### config.mk
export PLATFORM = sky130hd
export DESIGN_NAME = run_ctrl
export DESIGN_NICKNAME = d
export VERILOG_FILES = /design/src/rtl/run_ctrl.sv
export SDC_FILE = /design/constraint.sdc
export NUM_CORES = 1
export LEC_CHECK = 0
export BUFFER_PORTS_ARGS = -buffer_cell sky130_fd_sc_hd__buf_4
export CORE_AREA = 2 2 79 81
export CTS_CLUSTER_DIAMETER = 200
export DETAILED_ROUTE_END_ITERATION = 8
export DIE_AREA = 0 0 81 83
export PLACE_DENSITY = 0.79
export SYNTH_ARGS = -nofsm -noshare
export SYNTH_HDL_FRONTEND = slang
export SYNTH_SLANG_ARGS = --single-unit
### constraint.sdc
create_clock -name clk -period 2.7 [get_ports clk]
set_input_delay 0.405 -clock clk [delete_from_list [all_inputs] [get_ports clk]]
set_output_delay 0.405 -clock clk [all_outputs]
set_load 0.01 [all_outputs]
### src/rtl/run_ctrl.sv
// Run/step/halt controller producing the CPU clock enable and a retired-instruction count.
// Define RUN_CTRL_BREAKPOINT_EN to build in the breakpoint compare; otherwise bp_addr/bp_valid are ignored.
module run_ctrl #(
   parameter logic [31:0] HALT_INSTR = 32'hD4400000,
   parameter int          CNT_W      = 32
) (
   input  logic             clk,
   input  logic             rst,
   input  logic             run_req,
   input  logic             step_req,
   input  logic             halt_req,
   input  logic [63:0]      pc,
   input  logic [31:0]      instr,
   input  logic [63:0]      bp_addr,
   input  logic             bp_valid,
   output logic             cpu_en,
   output logic [1:0]       state,
   output logic [1:0]       halt_cause,
   output logic [CNT_W-1:0] retired
);

   typedef enum logic [1:0] {
      S_IDLE = 2'b00,
      S_RUN  = 2'b01,
      S_STEP = 2'b10,
      S_HALT = 2'b11
   } state_t;

   localparam logic [1:0] C_NONE = 2'b00;
   localparam logic [1:0] C_HREQ = 2'b01;
   localparam logic [1:0] C_BP   = 2'b10;
   localparam logic [1:0] C_HINS = 2'b11;

   state_t           r_state;
   state_t           w_state_next;
   logic [1:0]       r_cause;
   logic [1:0]       w_cause_next;
   logic             r_first;
   logic             w_first_next;
   logic             r_run_q;
   logic             r_step_q;
   logic             r_halt_q;
   logic             w_halt_ev;
   logic             w_step_ev;
   logic             w_run_ev;
   logic             w_is_halt_instr;
   logic             w_bp_hit;
   logic             w_en;
   logic [CNT_W-1:0] r_retired;

   // Edge registers reset to 1 so a request held through reset is not seen as new.
   always_ff @(posedge clk) begin
      if (rst) begin
         r_run_q  <= 1'b1;
         r_step_q <= 1'b1;
         r_halt_q <= 1'b1;
      end else begin
         r_run_q  <= run_req;
         r_step_q <= step_req;
         r_halt_q <= halt_req;
      end
   end

   assign w_halt_ev       = halt_req & ~r_halt_q;
   assign w_step_ev       = step_req & ~r_step_q & ~w_halt_ev;
   assign w_run_ev        = run_req & ~r_run_q & ~w_halt_ev & ~w_step_ev;
   assign w_is_halt_instr = (instr == HALT_INSTR);

`ifdef RUN_CTRL_BREAKPOINT_EN
   // Suppressed on the first RUN cycle so a resume from a breakpoint can leave it.
   assign w_bp_hit = bp_valid && (pc == bp_addr) && !r_first;
`else
   logic w_unused_bp;
   assign w_unused_bp = ^{pc, bp_addr, bp_valid, r_first};
   assign w_bp_hit    = 1'b0;
`endif

   always_comb begin
      w_state_next = r_state;
      w_cause_next = r_cause;
      w_en         = 1'b0;
      case (r_state)
         S_IDLE: begin
            if (w_step_ev) begin
               w_state_next = S_STEP;
            end else if (w_run_ev) begin
               w_state_next = S_RUN;
            end
         end
         S_RUN: begin
            if (w_is_halt_instr) begin
               w_state_next = S_HALT;
               w_cause_next = C_HINS;
            end else if (w_bp_hit) begin
               w_state_next = S_HALT;
               w_cause_next = C_BP;
            end else if (w_halt_ev) begin
               w_state_next = S_HALT;
               w_cause_next = C_HREQ;
            end else begin
               w_en = 1'b1;
            end
         end
         S_STEP: begin
            w_state_next = S_HALT;
            if (w_is_halt_instr) begin
               w_cause_next = C_HINS;
            end else if (w_halt_ev) begin
               w_cause_next = C_HREQ;
            end else begin
               w_cause_next = C_NONE;
               w_en         = 1'b1;
            end
         end
         S_HALT: begin
            if (w_step_ev) begin
               w_state_next = S_STEP;
               w_cause_next = C_NONE;
            end else if (w_run_ev) begin
               // Resuming onto a halt instruction would stop at once; stay halted.
               if (w_is_halt_instr) begin
                  w_cause_next = C_HINS;
               end else begin
                  w_state_next = S_RUN;
                  w_cause_next = C_NONE;
               end
            end
         end
         default: begin
            w_state_next = S_IDLE;
            w_cause_next = C_NONE;
         end
      endcase
      w_first_next = (w_state_next == S_RUN) && (r_state != S_RUN);
   end

   always_ff @(posedge clk) begin
      if (rst) begin
         r_state <= S_IDLE;
         r_cause <= C_NONE;
         r_first <= 1'b0;
      end else begin
         r_state <= w_state_next;
         r_cause <= w_cause_next;
         r_first <= w_first_next;
      end
   end

   always_ff @(posedge clk) begin
      if (rst) begin
         r_retired <= '0;
      end else if (cpu_en && (r_retired != {CNT_W{1'b1}})) begin
         r_retired <= r_retired + {{(CNT_W-1){1'b0}}, 1'b1};
      end
   end

   assign cpu_en     = w_en & ~rst;
   assign state      = r_state;
   assign halt_cause = r_cause;
   assign retired    = r_retired;

endmodule

== After elaboration in Yosys (flattened, before gate mapping) ==
Cells that the tools add are included.
Widths: inputs -> output; s select.

* Register bits after elaboration: 39
* Input port bits: 166
* Output and inout bits: 37
* Logic and storage cells: 54

* Add/sub/neg operators: 1
* Equality and inequality tests: 9
* Muxes and demuxes: 19
* Bitwise logic cells: 13
* Reductions and logical operators: 6

{| class="wikitable"
|+ Operators with widths
! operator !! number
|-
| $add 32x1->32 const B || 1
|-
| $eq 32x32->1 const B || 1
|-
| $ne 32x32->1 const B || 1
|-
| $mux 2 || 13
|-
| $ne 3x3->1 const B || 4
|-
| $pmux 2 s4 || 1
|-
| $and 1x1->1 || 7
|-
| $not 1->1 || 6
|-
| $pmux 2 s3 || 1
|-
| $eq 2x2->1 const B || 2
|-
| $mux 1 || 4
|-
| $reduce_and 4->1 || 1
|-
| $reduce_and 3->1 || 1
|-
| $reduce_bool 3->1 || 1
|-
| $eq 2x1->1 const B || 1
|-
| $logic_not 2->1 || 1
|-
| $reduce_or 2->1 || 1
|-
| $logic_and 1x1->1 || 1
|}

== Longest topological paths before layout ==
Gate-level depths: netlist of run 1.

* Depth after elaboration: 9
* Depth in mapped cells: 8
* Mapped depth without buffers: 7

== Worst setup path before layout of run 1 ==
No wires, ideal clock.

* Path type: reg2reg
* From: register r_retired[0], in the netlist retired[0]
* To: register r_retired[17], in the netlist retired[17]
* Setup time: 0.121 ns
* Arrival: 1.827 ns
* Data required time: 2.579 ns
* Path slack: 0.752 ns
* Stages on the path, launching flop included: 8
* Path buffers: 0
* Clock period less this slack: 1.948 ns
* Cells stage by stage: dfxtp_1 -> ha_1 -> and4_1 -> nand4_1 -> nor3_1 -> nor3_4 -> nand3_1 -> mux2_2

* Longest elaborated chain between the ends: 2
* Elaborated cells between the ends (all ways): 3
* Those cells by class: add/sub: 1; eq/ne: 1; reduce/logical: 1

{| class="wikitable"
|+ RTL lines
! item !! RTL line !! RTL
|-
| from (decl) || 49 || <nowiki>logic [CNT_W-1:0] r_retired;</nowiki>
|-
| from (signal assigned) || 153 || <nowiki>r_retired <= r_retired + {{(CNT_W-1){1'b0}}, 1'b1};</nowiki>
|-
| branches (longest 2 deep; another with $add 32x1->32) || n/a ||
|}

Parallel ways; which one is timed is not known.
A chain may end at the register's enable or synchronous reset.

== Final worst setup path of run 1 ==
* From: input instr[1]
* To: output cpu_en

* Longest elaborated chain between the ends: 4

{| class="wikitable"
|+ RTL lines
! item !! RTL line !! RTL
|-
| from (decl) || 13 || <nowiki>input logic [31:0] instr,</nowiki>
|-
| $eq 32x32->1 || 67 || <nowiki>assign w_is_halt_instr = (instr == HALT_INSTR);</nowiki>
|-
| $mux 1 || 106 || <nowiki>if (w_is_halt_instr) begin</nowiki>
|-
| $mux 1 || n/a ||
|-
| $and 1x1->1 || 157 || <nowiki>assign cpu_en = w_en & ~rst;</nowiki>
|-
| to (decl) || 16 || <nowiki>output logic cpu_en,</nowiki>
|}

No other way between the ends.

==> results of run 1 <==
state kept, by name, summed over array words and instances, names as in the netlist:
| name | cells |
|---|---|
| halt_cause | 2 |
| r_halt_q | 1 |
| r_run_q | 1 |
| r_step_q | 1 |
| retired | 32 |
| state | 2 |
worst max-delay path, stage by stage:
cell     delay (ps)
buf_4           110
nor4_1          290
nand4_1         270
o21ai_2         470
inv_1            80
buf_4           160
synth_stat cells, drive strengths merged, types with 2 or more instances:
library cell	instances	share of area, %
ha	5	3.0
and4	5	2.1
o21ai	7	1.8
o2111ai	2	0.83
nor3	12	3.9
dfxtp	39	37
xnor2	23	9.5
nand2	15	2.7
or2	4	1.3
nand2b	4	1.2
or3	2	0.59
nor2	37	6.6
buf	2	0.47
nor2b	4	1.2
and3	6	1.8
nor4	13	4.1
nand3	16	4.0
a21o	2	0.71
and2	2	0.59
nor3b	2	0.71
nor4b	4	2.7
clkbuf	4	0.71
a21oi	6	1.4
inv	8	1.4
mux2	3	1.6
nand4	6	2.1
mux2i	3	1.4
path summary, 6_finish.rpt:
| check | from | end | depth (start not counted) |
|---|---|---|---|
| max | instr[1] | cpu_en | 6 |
| min | run_req | r_run_q | 2 |
| max reg2reg | retired[0] | retired[17] | 7 |
| min reg2reg | halt_cause[0] | halt_cause[0] | 2 |
metrics by stage:
step,setup WS (ps),hold WS [ps]
after detailed placement,409,492
after global routing,319,299
after floorplan,752,504
final,513,307
after CTS,480,302
after global placement,411,482
cell families after synthesis:
group / synth area share (%)
buffers and inverters: 2.60
AOI/OAI and AO/OA: 8.21
xor gates and xnor gates: 9.51
and+or+nand+nor: 36.9
adders and majority gates: 2.95
DFF: 36.9
muxes: 3.01
cell type report:
type,instances,area [um^2]
inverters,8,30.0
fillers,561,2950
clock buffers,7,96.3
clock inverters,1,7.51
multi-input cells,194,1280
flip-flops and latches,39,781
repair buffers,76,571
well taps,75,93.8
report_power, final:
| group | switching, uW | internal [uW] |
|---|---|---|
| Combinational | 196 | 191 |
| Clock | 205 | 232 |
| Sequential | 38.8 | 606 |
| Total | 440 | 1030 |
routing by layer:
layer | vias to the layer above | track usage [%] | wire (um)
li1 | 1040 | - | -
met1 | 962 | 19.9 | 2250
met2 | 100 | 25.8 | 2390
met3 | 8 | 4.24 | 593
met4 | 0 | 4.47 | 60
met5 | - | 0 | 0
==> results by group, run 1 <==
STA
  – Pins Over Slew Limit: 0
  – Worst slew margin: 68.9%
  – Unrepaired setup endpoints after global routing: no
  – # setup viols final: 0
  – Final period util: 81.0%
  – Setup TNS: 0 ps
  – Fmax: 457 MHz
  – Worst Tran Pin Value: 466 ps
  – Final Skew: 8.94 ps
  – Tmin final: 2190 ps
  – Final hold vios: 0

Drt
  – Antenna-violating nets left: 0
  – Vias per cell: 5.28
  – WL/cell: 13.2 um
  – Vias: 2110
  – Starting DRC count in detailed routing: 66
  – Drt pass-1 iters: 4
  – WL final: 5300 um
  – DR DRC count: 0

Power and ir drop
  – Power density cells: 514 nW/um^2
  – Total power: 1470 uW
  – Worst vdd rail ir drop: 0.263 mV
  – Pleak: 0.00114 uW

Critical path
  – WP data required: 2300 ps
  – Critical path class: primary input to output pin
  – CP endpoint kind: output pin
  – Arr. time, crit path: 1780 ps
  – Worst Path Max Fanout: 8
  – Reg-to-reg slack, setup: 550 ps
  – Crit path launch type: primary input

Clock network
  – CTS max path bufs: 2
  – Hold buffer count at CTS: 0
  – CTS H-Tree Depth: 2
  – Clock latency on the worst-skew pair: 290 ps
  – CTS tree: done
  – Root buffer cell: clkbuf_8
  – Post-CTS sizing: 0
  – TritonCTS Buffers: 5
  – Clock slew at reported path FFs: 80 ps
  – Post CTS Setup Buffer Count: 0
  – Clk sinks: 39

Placed design
  – Placed instance count: 392
  – Post-Place Cell Area: 2760 um^2
  – Input/output buffers: 73
  – Post-DP HPWL: 4010 um
  – Placer's final routability congestion estimate: 0.850

GRT
  – Largest net degree at the start of global routing: 38
  – GRT Total Usage: 15.7%
  – Vias in the first global route: 1914
  – First-pass GRT wire length: 8570 um
  – Initial antenna violation count: 0
  – Grt total ovfl: 0

Logic synthesis
  – Mapped Area: 2120 um^2
  – Main flop type after synthesis: dfxtp_1
  – Average cell area after synthesis: 8.58 um^2
  – Synth warnings: 0
  – Register area share after synthesis: 36.9%
  – Distinct cells, synth: 46
  – Syn_nets: 418
  – Async SR Flop Fraction: 0%
  – Cells after Synth: 247
  – FF+latch count, synth: 39
  – EDFF count, synth: 0

Finish
  – Share of cells above drive strength 1: 31.1%
  – Final Util: 49.2%
  – Most common cell after layout, fill and taps aside: buf_4
  – Antenna diodes: 0
  – Nets: 495
  – Syn-to-layout area delta: 35.1%
  – Final Instance Area: 2860 um^2
  – Commonest cells after routing, fill and taps aside: buf_4, dfxtp_1, nor2_1, xnor2_1
  – Final std cells w/o fill: 400

Floorplan
  – Vert. Die Dim: 83 um
  – Standard-cell rows: 28
  – I/O Pins: 203
  – Core area: 5820 um^2
  – Initial Util: 36.4%
  – Die W: 81 um
  – Die Area: 6720 um^2

Min path
  – Worst Hold Class: primary input to register

Flow run
  – Max Cap Viol: 0

Run status
  – Status: finished clean
Note: power is estimated with default switching activity, not from simulation.
==> run 2: changes to the inputs <==
==> config.mk (replaced) <==
export PLATFORM = sky130hd
export DESIGN_NAME = run_ctrl
export DESIGN_NICKNAME = d
export VERILOG_FILES = /design/src/rtl/run_ctrl.sv
export SDC_FILE = /design/constraint.sdc
export NUM_CORES = 1
export LEC_CHECK = 0
export ABC_AREA = 1
export BUFFER_PORTS_ARGS = -buffer_cell sky130_fd_sc_hd__buf_4
export CORE_UTILIZATION = 38
export CTS_CLUSTER_DIAMETER = 200
export DETAILED_ROUTE_END_ITERATION = 8
export PLACE_DENSITY = 0.77
export SYNTH_ARGS = -nofsm -noshare
export SYNTH_HDL_FRONTEND = slang
export SYNTH_SLANG_ARGS = --single-unit
==> constraint.sdc (replaced) <==
create_clock -name clk -period 1.8 [get_ports clk]
set_input_delay 0.27 -clock clk [delete_from_list [all_inputs] [get_ports clk]]
set_output_delay 0.27 -clock clk [all_outputs]
set_load 0.01 [all_outputs]
==> run 2 against run 1 <==
  * The run now ends with negative setup slack left
  * Worst setup slack worse by 540 ps
  * Clock power up 82%
  * Synthesized cell count up 85%
  * Die area up 20%
  * Area after synthesis up 39%
  * Global-route usage up 7.0 points
  * Register-to-register slack worse by 520 ps
  * Cell count up 76%
  * Final area up 54%
  * Utilization up 11 points
  * Sequential share of layout area down 9.5 points
  * Critical endpoint unchanged
  * Largest cell class unchanged
==> results by group, run 2 <==
Critical path
  – Crit path largest cell delay: 340 ps (-130 ps)
  – Critical path class: register to output pin
  – WP data required: 1530 ps (-770 ps)
  – CP endpoint kind: output pin
  – Reg-to-reg slack, setup: 30 ps (-520 ps)
  – Arr. time, crit path: 1560 ps (-220 ps)
  – Critical path's slowest cell: dfxtp_2
  – Worst Path Max Fanout: 4 (-4)
  – Crit path cell chain: inv_2 -> ha_4 -> inv_4 -> nor2_4 -> nand3_4 -> buf_6 -> inv_2 -> buf_6
  – Buf+Inv Stages, Crit Path: 5 (+2)
  – Crit path launch type: register
  – CP delay by family, top: buffers and inverters

GRT
  – Initial antenna violation count: 0 (unchanged)
  – First-pass GRT wire length: 15000 um (+75%)
  – Largest net degree at the start of global routing: 34 (-11%)
  – Vias in the first global route: 3265 (+71%)
  – Grt total ovfl: 0 (unchanged)
  – GRT Total Usage: 22.7% (+7.0 points)

Drt
  – WL final: 9900 um (+87%)
  – DR DRC count: 0 (unchanged)
  – Starting DRC count in detailed routing: 250 (+280%)
  – Antenna-violating nets left: 0 (unchanged)
  – Vias per cell: 4.98 (-5.5%)
  – Vias: 3498 (+66%)
  – Drt pass-1 iters: 6 (+2)
  – WL/cell: 14.1 um (+6.5%)

Power and ir drop
  – Pleak: 0.00198 uW (+73%)
  – Power density cells: 733 nW/um^2 (+43%)
  – Worst vdd rail ir drop: 0.405 mV (+54%)

Finish
  – Filler cell count in the final layout: 662 (+18%)
  – Area of the multi-input gates: 2000 um^2 (+56%)
  – Syn-to-layout area delta: 50.4%
  – Commonest cells after routing, fill and taps aside: nand2_1, buf_4, nor2_1, nand2_2, inv_1
  – Most common cell after layout, fill and taps aside: nand2_1
  – Antenna diodes: 0 (unchanged)
  – Share of cells above drive strength 1: 41.8% (+11 points)
  – Max FFs per register: 32 (unchanged)
  – Final Instance Area: 4410 um^2 (+54%)
  – Final std cells w/o fill: 702 (+76%)
  – Nets: 773 (+56%)
  – Final Util: 59.9% (+11 points)
  – Register area: 786 um^2 (+0.64%)

Clock network
  – CTS tree: done
  – Clock slew at reported path FFs: 80 ps (about the same)
  – Clock latency on the worst-skew pair: 310 ps (+20 ps)
  – CTS H-Tree Depth: 2 (unchanged)
  – Root buffer cell: clkbuf_8
  – TritonCTS Buffers: 5 (unchanged)
  – Hold buffer count at CTS: 0 (unchanged)
  – Clk sinks: 39 (unchanged)
  – CTS max path bufs: 2 (unchanged)

Logic synthesis
  – Syn_nets: 627 (+50%)
  – Distinct cells, synth: 26 (-43%)
  – Commonest cells in the netlist: nand2_1, nor2_1, inv_1
  – Share of the synthesized area in the top cell type: 26.6% (-10 points)
  – Register area share after synthesis: 26.6% (-10 points)
  – Synth warnings: 0 (unchanged)
  – Mapped Area: 2930 um^2 (+39%)
  – Main flop type after synthesis: dfxtp_1
  – Async SR Flop Fraction: 0% (unchanged)
  – Most frequent cell after synthesis: nand2_1
  – Top cells by area, synth: dfxtp_1, nand2_1, nor2_1
  – Cell taking the most area after synthesis: dfxtp_1
  – FF+latch count, synth: 39 (unchanged)
  – EDFF count, synth: 0 (unchanged)
  – Average cell area after synthesis: 6.43 um^2 (-25%)
  – Cells after Synth: 456 (+85%)

Floorplan
  – Standard-cell rows: 31 (+11%)
  – Die Area: 8080 um^2 (+20%)
  – Vert. Die Dim: 89.9 um (+8.3%)
  – Initial Util: 39.8% (+3.4 points)
  – Core area: 7370 um^2 (+27%)
  – Die W: 89.9 um (+11%)
  – I/O Pins: 203 (unchanged)

Placed design
  – Post-Place Cell Area: 4000 um^2 (+45%)
  – Input/output buffers: 73 (unchanged)
  – Placed instance count: 678 (+73%)
  – Placer's final routability congestion estimate: 0.909 (+7.0%)
  – Post-DP HPWL: 6730 um (+68%)

STA
  – Final period util: 102%
  – Worst slew margin: 63.4% (-5.5 points)
  – Pins Over Slew Limit: 0 (unchanged)
  – Unrepaired setup endpoints after global routing: yes
  – Setup WS post-layout: -28.4 ps (-542 ps)
  – Tmin final: 1830 ps
  – Final hold vios: 0 (unchanged)
  – Setup TNS: -28.4 ps (-28.4 ps)
  – Worst Tran Pin Value: 549 ps (+83.0 ps)
  – Fmax: 547 MHz
  – Worst hold slack: 143 ps (-164 ps)
  – Final Skew: 14.3 ps (+5.37 ps)
  – # setup viols final: 1 (+1)

Min path
  – Worst Hold Class: primary input to register

Flow run
  – Max Cap Viol: 0 (unchanged)

Run status
  – Status: finished, violations left
  – Failing checks: negative setup slack
## run 2: cells by family (layout without fill, tap and decap cells)
| family | after synthesis | count (layout) | share of synthesized area [%] |
|---|---|---|---|
| AOI/OAI and AO/OA | 38 | 38 | 10.3 |
| xor gates and xnor gates | 19 | 19 | 5.67 |
| adders and majority gates | 5 | 5 | 2.13 |
| buffers and inverters | 52 | 197 | 8.61 |
| DFF | 39 | 39 | 26.6 |
| and+or+nand+nor | 303 | 305 | 46.7 |
## run 2: through the flow
step           total power (uW)  worst slack [ps]
6_report                   3240             -28.4
5_1_grt                    3390             -89.0
4_1_cts                    2940             -2.30
3_5_place_dp               1970              -422
3_3_place_gp               1940              -326
2_1_floorplan              1620              4.04
## run 2: power breakdown
part | total (uW) | internal (uW) | switching, uW
clock | 795 | 449 | 346
combinational | 1490 | 744 | 750
sequential | 948 | 915 | 32.6
total | 3240 | 2110 | 1130
## run 2: worst register-to-register path, delay by kind of cell, from the launching register on
kind / cells / cell delay [ps]
buf+inv: 2 / 340
compound gates: 1 / 130
flops: 1 / 370
fa+ha+maj: 1 / 140
simple gates: 7 / 740
## run 2: path summary, 6_finish.rpt
kind                               startpoint            end  cells after the start
worst max register to register     retired[0]    retired[30]                     11
worst min-delay path                 step_req       r_step_q                      3
worst max-delay path                 state[0]         cpu_en                      8
worst min register to register  halt_cause[1]  halt_cause[1]                      2
## run 2: final cells by class
class | instances | area share [%]
Clock inverter | 2 | 0.794
Tap cell | 99 | 2.81
Clock buffer | 6 | 1.87
Inverter | 41 | 3.54
Timing Repair Buffer | 148 | 27.9
Sequential cell | 39 | 17.8
Multi-Input combinational cell | 367 | 45.3
## run 2: repair_timing
item | 4_1_cts | 5_1_grt
cloned | 1 | 4
setup buffers | 4 | 8
pin swaps | 3 | 7
endpoints found under the hold margin | 0 | 0
resized for setup | 15 | 14
setup endpoints to repair | 32 | 32
## run 2: per-layer routing
| metal | part of all wire [%] | GRT usage, % | vias up |
|---|---|---|---|
| met5 | 0 | 0 | - |
| li1 | - | - | 1705 |
| met1 | 41 | 26.8 | 1618 |
| met2 | 50 | 39.8 | 150 |
| met4 | 2.4 | 9.41 | 0 |
| met3 | 6.4 | 4.65 | 25 |
